<file path="src/rtl/cam_cmd_loader.sv">
// cam_cmd_loader: byte-stream command sequencer feeding the cam write port.
// Decodes opcode bytes (NOP / WRITE / BURST / CLEAR) arriving on a valid/ready
// stream and turns them into registered one-cycle cam write strobes.
module cam_cmd_loader #(
    parameter int ADDR_W = 5,
    parameter int DATA_W = 8
) (
    input  logic              clk,
    input  logic              rst_n,
    input  logic [DATA_W-1:0] in_data,
    input  logic              in_valid,
    output logic              in_ready,
    output logic              cam_write,
    output logic [ADDR_W-1:0] cam_addr,
    output logic [DATA_W-1:0] cam_data,
    output logic              busy,
    output logic              done
);

    localparam logic [1:0]        OP_WRITE  = 2'b01;
    localparam logic [1:0]        OP_BURST  = 2'b10;
    localparam logic [1:0]        OP_CLEAR  = 2'b11;
    localparam logic [ADDR_W:0]   CNT_DEPTH = {1'b1, {ADDR_W{1'b0}}};
    localparam logic [ADDR_W:0]   CNT_ONE   = {{ADDR_W{1'b0}}, 1'b1};
    localparam logic [ADDR_W-1:0] PTR_ONE   = {{(ADDR_W-1){1'b0}}, 1'b1};

    typedef enum logic [2:0] {
        ST_IDLE,
        ST_W_DATA,
        ST_B_CNT,
        ST_B_DATA,
        ST_CLR
    } state_t;

    state_t            r_state;
    state_t            w_state_next;
    logic [ADDR_W-1:0] r_ptr;
    logic [ADDR_W-1:0] w_ptr_next;
    logic [ADDR_W:0]   r_count;
    logic [ADDR_W:0]   w_count_next;
    logic              r_cam_write;
    logic [ADDR_W-1:0] r_cam_addr;
    logic [DATA_W-1:0] r_cam_data;
    logic              r_done;
    logic              w_write;
    logic [ADDR_W-1:0] w_addr;
    logic [DATA_W-1:0] w_data;
    logic              w_done;
    logic              w_accept;
    logic [1:0]        w_op;
    logic [ADDR_W-1:0] w_base;
    logic              w_last;

    // The clear sweep owns the cam port, so the stream is stalled only there;
    // holding ready low during reset keeps the upstream demux from pushing bytes.
    assign in_ready  = rst_n && (r_state != ST_CLR);
    assign w_accept  = in_valid && in_ready;
    assign w_op      = in_data[7:6];
    assign w_base    = in_data[ADDR_W-1:0];
    assign w_last    = (r_count == CNT_ONE);
    assign busy      = (r_state != ST_IDLE);
    assign cam_write = r_cam_write;
    assign cam_addr  = r_cam_addr;
    assign cam_data  = r_cam_data;
    assign done      = r_done;

    // State register; reset drops any command in flight back to IDLE.
    always_ff @(posedge clk or negedge rst_n) begin
        if (!rst_n) begin
            r_state <= ST_IDLE;
        end else begin
            r_state <= w_state_next;
        end
    end

    // Next-state: every state except CLR advances only on an accepted byte.
    always_comb begin
        w_state_next = r_state;
        case (r_state)
            ST_IDLE: begin
                if (w_accept) begin
                    case (w_op)
                        OP_WRITE: w_state_next = ST_W_DATA;
                        OP_BURST: w_state_next = ST_B_CNT;
                        OP_CLEAR: w_state_next = ST_CLR;
                        default:  w_state_next = ST_IDLE;
                    endcase
                end
            end
            ST_W_DATA: begin
                if (w_accept) w_state_next = ST_IDLE;
            end
            ST_B_CNT: begin
                if (w_accept) w_state_next = ST_B_DATA;
            end
            ST_B_DATA: begin
                if (w_accept && w_last) w_state_next = ST_IDLE;
            end
            ST_CLR: begin
                if (w_last) w_state_next = ST_IDLE;
            end
            default: w_state_next = ST_IDLE;
        endcase
    end

    // Output/datapath decode: next values for the write strobe, pointer and count.
    always_comb begin
        w_write      = 1'b0;
        w_addr       = '0;
        w_data       = '0;
        w_done       = 1'b0;
        w_ptr_next   = r_ptr;
        w_count_next = r_count;
        case (r_state)
            ST_IDLE: begin
                if (w_accept) begin
                    case (w_op)
                        OP_WRITE, OP_BURST: begin
                            w_ptr_next = w_base;
                        end
                        OP_CLEAR: begin
                            w_ptr_next   = '0;
                            w_count_next = CNT_DEPTH;
                        end
                        default: ;
                    endcase
                end
            end
            ST_W_DATA: begin
                if (w_accept) begin
                    w_write = 1'b1;
                    w_addr  = r_ptr;
                    w_data  = in_data;
                    w_done  = 1'b1;
                end
            end
            ST_B_CNT: begin
                if (w_accept) begin
                    w_count_next = {1'b0, w_base} + CNT_ONE;
                end
            end
            ST_B_DATA: begin
                if (w_accept) begin
                    w_write      = 1'b1;
                    w_addr       = r_ptr;
                    w_data       = in_data;
                    w_done       = w_last;
                    w_ptr_next   = r_ptr + PTR_ONE;
                    w_count_next = r_count - CNT_ONE;
                end
            end
            ST_CLR: begin
                w_write      = 1'b1;
                w_addr       = r_ptr;
                w_data       = '0;
                w_done       = w_last;
                w_ptr_next   = r_ptr + PTR_ONE;
                w_count_next = r_count - CNT_ONE;
            end
            default: ;
        endcase
    end

    // Registered cam port and sequencing counters; cleared asynchronously on reset.
    always_ff @(posedge clk or negedge rst_n) begin
        if (!rst_n) begin
            r_ptr       <= '0;
            r_count     <= '0;
            r_cam_write <= 1'b0;
            r_cam_addr  <= '0;
            r_cam_data  <= '0;
            r_done      <= 1'b0;
        end else begin
            r_ptr       <= w_ptr_next;
            r_count     <= w_count_next;
            r_cam_write <= w_write;
            r_cam_addr  <= w_addr;
            r_cam_data  <= w_data;
            r_done      <= w_done;
        end
    end

endmodule

</file>
<file path="config.mk">
export PLATFORM = sky130hd
export DESIGN_NAME = cam_cmd_loader
export DESIGN_NICKNAME = d
export VERILOG_FILES = /design/src/rtl/cam_cmd_loader.sv
export SDC_FILE = /design/constraint.sdc
export NUM_CORES = 1
export LEC_CHECK = 0
export CAP_MARGIN = 5
export CORE_ASPECT_RATIO = 1.2
export CORE_UTILIZATION = 47
export DETAILED_ROUTE_END_ITERATION = 8
export HOLD_SLACK_MARGIN = 0.15
export PLACE_DENSITY = 0.74
export RECOVER_POWER = 100
export REMOVE_ABC_BUFFERS = 1
export SETUP_SLACK_MARGIN = 0.15
export SLEW_MARGIN = 0
export SYNTH_ARGS = -nofsm -noshare
export SYNTH_HDL_FRONTEND = slang
export SYNTH_SLANG_ARGS = --single-unit
export TNS_END_PERCENT = 30
</file>
<file path="constraint.sdc">
create_clock -name clk -period 1.66 [get_ports clk]
set_clock_uncertainty 0.1 [all_clocks]
set_input_delay 0.249 -clock clk [delete_from_list [all_inputs] [get_ports clk]]
set_output_delay 0.249 -clock clk [all_outputs]
set_load 0.01 [all_outputs]
</file>
; Yosys cells after proc, flatten, opt, wreduce, memory -nomap -nowiden
; Index checks and enable logic that the tools add are counted.
[classes]
muxes = 24
eq_ne = 17
n_reduce_logical = 12
n_addsub = 3
[op_table]
columns = cell, n
row1 = two-way mux 6 bit, 4
row2 = one-hot mux 6 bit (4 select lines), 1
row3 = one-hot mux 5 bit (2 select lines), 2
row4 = two-way mux 8 bit, 2
row5 = two-way mux 3 bit, 5
row6 = two-way mux 5 bit, 3
row7 = one-hot mux 3 bit (5 select lines), 1
row8 = one-hot mux 5 bit (3 select lines), 1
row9 = "!= test 2 bit, second input constant", 6
row10 = AND reduction 5 bit, 2
row11 = one-hot mux 3 bit (3 select lines), 1
row12 = "adder 5 x 1 -> 6 bit, second input constant", 1
row13 = "== test 3 x 2 -> 1 bit, second input constant", 2
row14 = "== test 6 x 1 -> 1 bit, second input constant", 1
row15 = nonzero test 3 bit, 2
row16 = "subtractor 6 x 1 -> 6 bit, second input constant", 1
row17 = "adder 5 x 1 -> 5 bit, second input constant", 1
row18 = "== test 2 bit, second input constant", 2
row19 = AND reduction 4 bit, 1
row20 = nonzero test 4 bit, 1
row21 = OR reduction 2 bit, 2
row22 = "== test 3 x 1 -> 1 bit, second input constant", 1
row23 = "== test 3 bit, second input constant", 1
row24 = logical AND 1 bit, 3
row25 = 8 further kinds, 9
[totals]
reg_bits = 29
output_inout_bits = 17

; Longest topological paths before layout
; Gate-level depths: netlist of the first run.
[logic_depth]
ltp_word = 6
mapped_depth = 8
mapped_depth_nobuf = 7

; Worst setup path after synthesis of the first run
; No wires, ideal clock.
[synth_path]
kind = reg-to-reg
start = register r_state[0]
end = register r_ptr[2]
path_slack_ns = -0.040
setup_time_ns = 0.121
arrival_time_ns = 1.479
path_stages_with_launch = 8
synth_period_minus_slack_ns = 1.700
path_cell_list = dfrtp_1 > buf_6 > or3b_1 > buf_6 > o21ai_4 > nor2_4 > a32o_1 > a22o_1
[synth_via]
elab_chain_len = 5
word_cells_on_any_way = 12
classes_between = 6 x eq/ne / 1 x mux / 5 x reduce/logical
[synth_lines]
columns = item, line_no
row1 = from (decl), 35  ; state_t r_state;
row2 = from (signal assigned), 72  ; r_state <= w_state_next;
row3 = != test 3 bit, 56  ; assign in_ready = rst_n && (r_state != ST_CLR);
row4 = logical AND 1 bit, 56
row5 = logical AND 1 bit, 57  ; assign w_accept = in_valid && in_ready;
row6 = != test 2 bit (no source line), -
row7 = AND reduction 4 bit (no source line), -
row8 = to (signal assigned), 174  ; r_ptr <= w_ptr_next;
row9 = to (decl), 37  ; logic [ADDR_W-1:0] r_ptr;
; Several ways; a longest one is shown, not always the timed one.
; A chain may end at the register's enable or synchronous reset.

; Worst setup path after layout of the first run
[layout_path]
start = register r_state[1]
end = output port in_ready
[layout_via]
elab_chain_len = 2
[layout_lines]
columns = item, line_no
row1 = != test 3 bit, 56
row2 = logical AND 1 bit, 56
row3 = to (decl), 12  ; output logic in_ready,
; Every way passes these cells.

==> results of run 1 <==
==> sequential cells by signal, summed over array words and instances (netlist names) <==
register   count
r_ptr          5
done           1
cam_data       8
cam_addr       5
r_count        6
cam_write      1
r_state        3
==> worst paths after layout <==
check                      cells after the start          end       start  slack (ns)
setup / recovery                               3     in_ready  r_state[1]       -0.07
hold / removal                                 3  cam_data[6]  in_data[6]        0.22
setup reg to reg                               7     r_ptr[4]  r_state[1]       -0.06
hold reg to reg                                2   r_count[4]  r_count[4]        0.44
max in group asynchronous                      3  cam_data[7]       rst_n        0.54
min in group asynchronous                      3         done       rst_n        0.33
==> power by group <==
part,switching (mW),leakage (nW),internal (mW)
Clock,0.255,0.0310,0.159
Combinational,0.655,0.684,0.594
Sequential,0.153,0.372,0.876
Total,1.06,1.09,1.63
==> cell families (layout without fill, tap and decap cells) <==
logic type	count (synthesis)	in the layout	synth area share [%]
and+or+nand+nor	58	58	20.1
AOI/OAI and AO/OA	50	50	20.7
xor gates and xnor gates	3	3	1.69
adders and majority gates	7	7	5.64
buffers and inverters	16	86	5.08
DFF	29	29	46.7
==> critical path, cell delays in order, from the launching register on <==
cell and delay [ns]:
dfrtp_1 0.40, or3b_4 0.39, and2_4 0.15, buf_6 0.11
==> layout by cell type (no fill, tap or decap), types with 3 or more instances in the layout <==
cell / n
buf_4: 34
dfrtp_1: 29
dlygate4sd2_1: 17
a21oi_1: 16
nor2_1: 11
nand2_1: 9
inv_1: 8
o21ai_1: 7
clkdlybuf4s50_1: 7
o21ai_0: 6
nand3_1: 6
ha_1: 6
nor2b_1: 5
clkbuf_4: 5
buf_6: 5
and2_1: 4
and2_0: 3
o22ai_1: 3
a32oi_1: 3
clkbuf_1: 3
==> metrics by stage <==
stage / TNS, ns / hold WS, ns / instance area [sq um]
2_1_floorplan: -0.955 / -0.147 / 1500
3_3_place_gp: -5.20 / 0.395 / 2070
3_5_place_dp: -6.24 / 0.416 / 2070
4_1_cts: -0.208 / 0.214 / 2250
5_1_grt: -1.07 / 0.223 / 2230
6_report: -0.395 / 0.223 / 2230
==> synth_stat cells, types with 4 or more instances <==
| cell type | instances |
|---|---|
| a21oi_1 | 18 |
| and2_1 | 9 |
| dfrtp_1 | 29 |
| ha_1 | 7 |
| inv_1 | 8 |
| nand2_1 | 9 |
| nand3_1 | 6 |
| nor2_1 | 12 |
| nor2b_1 | 5 |
| nor3_1 | 4 |
| o21ai_0 | 13 |
==> repair_timing <==
item | in CTS | in global routing
endpoints found under the hold margin | 3 | 0
setup endpoints to repair | 35 | 22
pin swaps | 6 | 1
hold buffers | 1 | 0
resized for setup | 53 | 1
buffers inserted | 7 | 1
==> per-layer routing <==
layer / global-route usage [%] / up-vias / share of wire (%)
met5: 0 / - / 0
met4: 12.5 / 0 / 3.2
li1: - / 716 / -
met2: 42.5 / 70 / 51
met3: 7.28 / 15 / 6.2
met1: 28.4 / 704 / 39
==> final cells by class <==
class / instances / area [sq um] / share of cell area (%)
Multi-Input combinational cell: 118 / 806 / 36.1
Clock buffer: 5 / 37.5 / 1.68
Tap cell: 36 / 45.0 / 2.02
Inverter: 8 / 30.0 / 1.34
Sequential cell: 29 / 726 / 32.5
Clock inverter: 3 / 17.5 / 0.784
Timing Repair Buffer: 70 / 572 / 25.6
==> impl_metrics.toml, run 1 <==
[finish]
drive_gt1_share_pct = 27.0
fill_cells = 236
antennaDiodeCount = 0
area_growth_pct = 43.8
final_core_util_pct = 71.8
nets = 250
final_cells = 269

[clock_tree]
htreeDepth = 2
clk_latency_ns = 0.33
clock_path_buffers = 2
cts_inserted_buffers = 5
root_buffer = "clkbuf_4"
clkSinkCount = 29
tritoncts = "yes"
clk_pin_slew_ns = 0.09

[hold_path]
hold_class = "in2reg"

[placement]
dp_cells = 252
port_buffers = 27
place_ws_ns = -0.510
dp_hpwl_um = 2950
place_congestion = 0.899

[status]
violations = "setup timing"
status = "complete, but fails checks"

[synth]
syn_inst = 163
yosysTopAreaCellShare_pct = 46.7
syn_area_sq_um = 1550
ys_ff_latch = 29
yosysUniqueCellTypes = 36
yosysSeqAreaShare_pct = 46.7
yosys.area.top_type = "dfrtp_1"
yosysWarnings = 0
synthFlopType = "dfrtp_1"
synth.avg_cell_area_sq_um = 9.53
synth_edf_count = 0
yosys-top-cells-area = "dfrtp_1, a21oi_1, ha_1"
async_flop_share_pct = 100

[global_routing]
grt_pass1_wl_um = 6410
grt_pass1_vias = 1458
grt_use_total_pct = 25.5
grt_max_degree = 17
grt.overflow.total = 0
grt_antenna_before_repair = 0

[setup_path]
worstSetupEndpointType = "output pin"
cp_data_required_time_ns = 1.31
criticalPathCategory = "reg2out"
startpoint_type = "flip-flop"
cp.arrival_ns = 1.38
crit_fanout = 2

[timing]
fmax_mhz = 578
rsz0062_at_grt = "true"
fin_crit_sh_pct = 104
hold_viol_final = 0
relSlewSlack_pct = 68.4
finalWorstPathRequiredPeriod_ns = 1.73
slew_violations = 0
setup_ws_ns = -0.0710
tightestPinTransition_ns = 0.470
setup_viol = 9

[floorplan]
chipHeight_um = 65.0
ioPinCount = 28
std_cell_rows = 22
coreArea_sq_um = 3110
design.die.area_sq_um = 3540
die_w_um = 54.5
start_util_pct = 49.9

[detailed_routing]
vias = 1505
routedWlPerCell_um = 15.2
drc = 0
drtAntennaViolNets = 0
drt-initial-drc-count = 54
via_per_inst = 5.59
wirelength_um = 4080
firstDrtPassIters = 4

[run]
drv_cap = 0

[power]
p_per_area_nw_per_um2 = 1210
p_leak_nw = 1.09
finalPower_mw = 2.69
vdd.ir_drop.worst_v = 0.000979
Power figures use the tool's default switching activity.
==> run 2, diff against run 1 <==
- SLEW_MARGIN: 0 -> 40
==> results of run 2 <==
The final DEF is identical to that of run 1; final timing and power are the same.
==> run 3, diff against run 2 <==
- GPL_ROUTABILITY_DRIVEN: not set -> 0
- SKIP_LAST_GASP: not set -> 1
==> impl_metrics.toml, run 3 (synthesis gave the netlist of run 1 again) <==
[detailed_routing]
drt-initial-drc-count = 65
vias = 1580
drc = 0
drtAntennaViolNets = 0
firstDrtPassIters = 4
wirelength_um = 4550
routedWlPerCell_um = 17.0
via_per_inst = 5.90

[setup_path]
path_delay_family = "simple AND/OR/NAND/NOR gates"
crit_fanout = 2
crit_slowest_cell = "or3b_4"
crit_cells = 3
criticalPathCategory = "reg2out"
worstSetupEndpointType = "output pin"
worst-r2r-cell-count = 6
cp_data_required_time_ns = 1.31
cp.arrival_ns = 1.43
crit_buf_inv = 1
crit_path_cell_trace = "or3b_4 > and2_4 > buf_6"
startpoint_type = "flip-flop"
worst_path_largest_cell_delay_ns = 0.43

[floorplan]
start_util_pct = 49.9
die_w_um = 54.5
design.die.area_sq_um = 3540
ioPinCount = 28
coreArea_sq_um = 3110
std_cell_rows = 22
chipHeight_um = 65.0

[finish]
fill_cells = 188
nets = 249
most-common-layout-cells = "buf_4, dfrtp_1, clkdlybuf4s50_1"
final_common_cell = "buf_4"
antennaDiodeCount = 0
multi_input_area_sq_um = 926
area_growth_pct = 55.7
seqCellArea_sq_um = 726
largest_reg_flops = 8
drive_gt1_share_pct = 35.3
final_cells = 268

[status]
status = "complete, but fails checks"
violations = "setup timing"

[power]
p_per_area_nw_per_um2 = 1260
vdd.ir_drop.worst_v = 0.000899
p_leak_nw = 1.08

[timing]
whs_ns = 0.260
relSlewSlack_pct = 74.2
tightestPinTransition_ns = 0.385
hold_viol_final = 0
fmax_mhz = 561
slew_violations = 0
fin_crit_sh_pct = 107
setup_ws_ns = -0.123
setup_viol = 9
rsz0062_at_grt = "true"
finalWorstPathRequiredPeriod_ns = 1.78

[clock_tree]
clk_latency_ns = 0.33
clkSinkCount = 29
clk_pin_slew_ns = 0.10
cts_inserted_buffers = 5
htreeDepth = 2
tritoncts = "yes"
clock_path_buffers = 2
root_buffer = "clkbuf_4"

[placement]
port_buffers = 27
dp_cells = 252
dp_hpwl_um = 2860
place_ws_ns = -0.496

[global_routing]
grt_max_degree = 17
grt_antenna_before_repair = 0
grt_pass1_vias = 1457
grt_pass1_wl_um = 6500
grt.overflow.total = 0
grt_use_total_pct = 25.3

[run]
drv_cap = 0

[hold_path]
hold_class = "in2async"
[run 3: cell count changes in the layout (fill, tap and decap cells not counted), moves of 3 or more]
cell	before	now
a21oi_1	16	11
and2_1	4	7
a21oi_2	2	6
and2_0	3	0
clkdlybuf4s50_1	7	23
clkbuf_1	3	0
dlygate4sd2_1	17	2
buf_6	5	8
[run 3: timing repair]
action | in CTS | in global routing
resized for setup | 35 | 28
hold endpoints to repair | 3 | 0
cloned | 1 | 0
hold buffers | 1 | 0
setup buffers | 1 | 5
pin swaps | 7 | 15
setup endpoints to repair | 32 | 40
[run 3: cell type report]
class | count | area share (%)
well taps | 36 | 1.86
multi-input cells | 118 | 38.3
clock buffers | 7 | 2.69
flip-flops and latches | 29 | 30.0
clock inverters | 1 | 0.207
inverters | 8 | 1.24
repair buffers | 69 | 25.7
[run 3: path summary, 6_finish.rpt]
path | from | slack [ns] | to
min in group clk | in_data[6] | 0.28 | cam_data[6]
worst min register to register | r_count[5] | 0.48 | r_count[5]
max in group asynchronous | rst_n | 0.70 | cam_data[7]
worst max register to register | r_state[0] | -0.07 | r_ptr[2]
worst max-delay path | r_state[0] | -0.12 | in_ready
worst min-delay path | rst_n | 0.26 | done
[run 3: metrics by stage]
| step | area [sq um] | power (mW) | TNS [ns] | util (%) |
|---|---|---|---|---|
| after CTS | 2230 | 2.74 | -0.292 | 71.8 |
| after detailed placement | 2070 | 2.14 | -6.05 | 66.7 |
| after global placement | 2070 | 2.06 | -5.18 | 66.7 |
| after global routing | 2420 | 3.24 | -0.823 | 77.7 |
| after floorplan | 1500 | 1.65 | -0.955 | - |
| final | 2420 | 3.06 | -0.443 | 77.7 |
[run 3: power breakdown]
group          leakage, nW  internal, mW  switching (mW)
combinational        0.663         0.719           0.766
sequential           0.372         0.875           0.199
clock               0.0413         0.245           0.253
total                 1.08          1.84            1.22
[run 3: worst register-to-register path: stages (launching register included)]
cell	delay (ns)
dfrtp_1	0.40
or3b_4	0.43
buf_6	0.15
o21ai_4	0.11
nor2_4	0.06
a32o_1	0.20
a22o_1	0.17
[run 3: layer usage]
metal	part of all wire, %	wire (um)	global-route usage (%)
met2	53	2420	41.3
met4	1.2	55	7.37
met3	7.0	318	4.46
met1	39	1760	33.1
met5	0	0	0
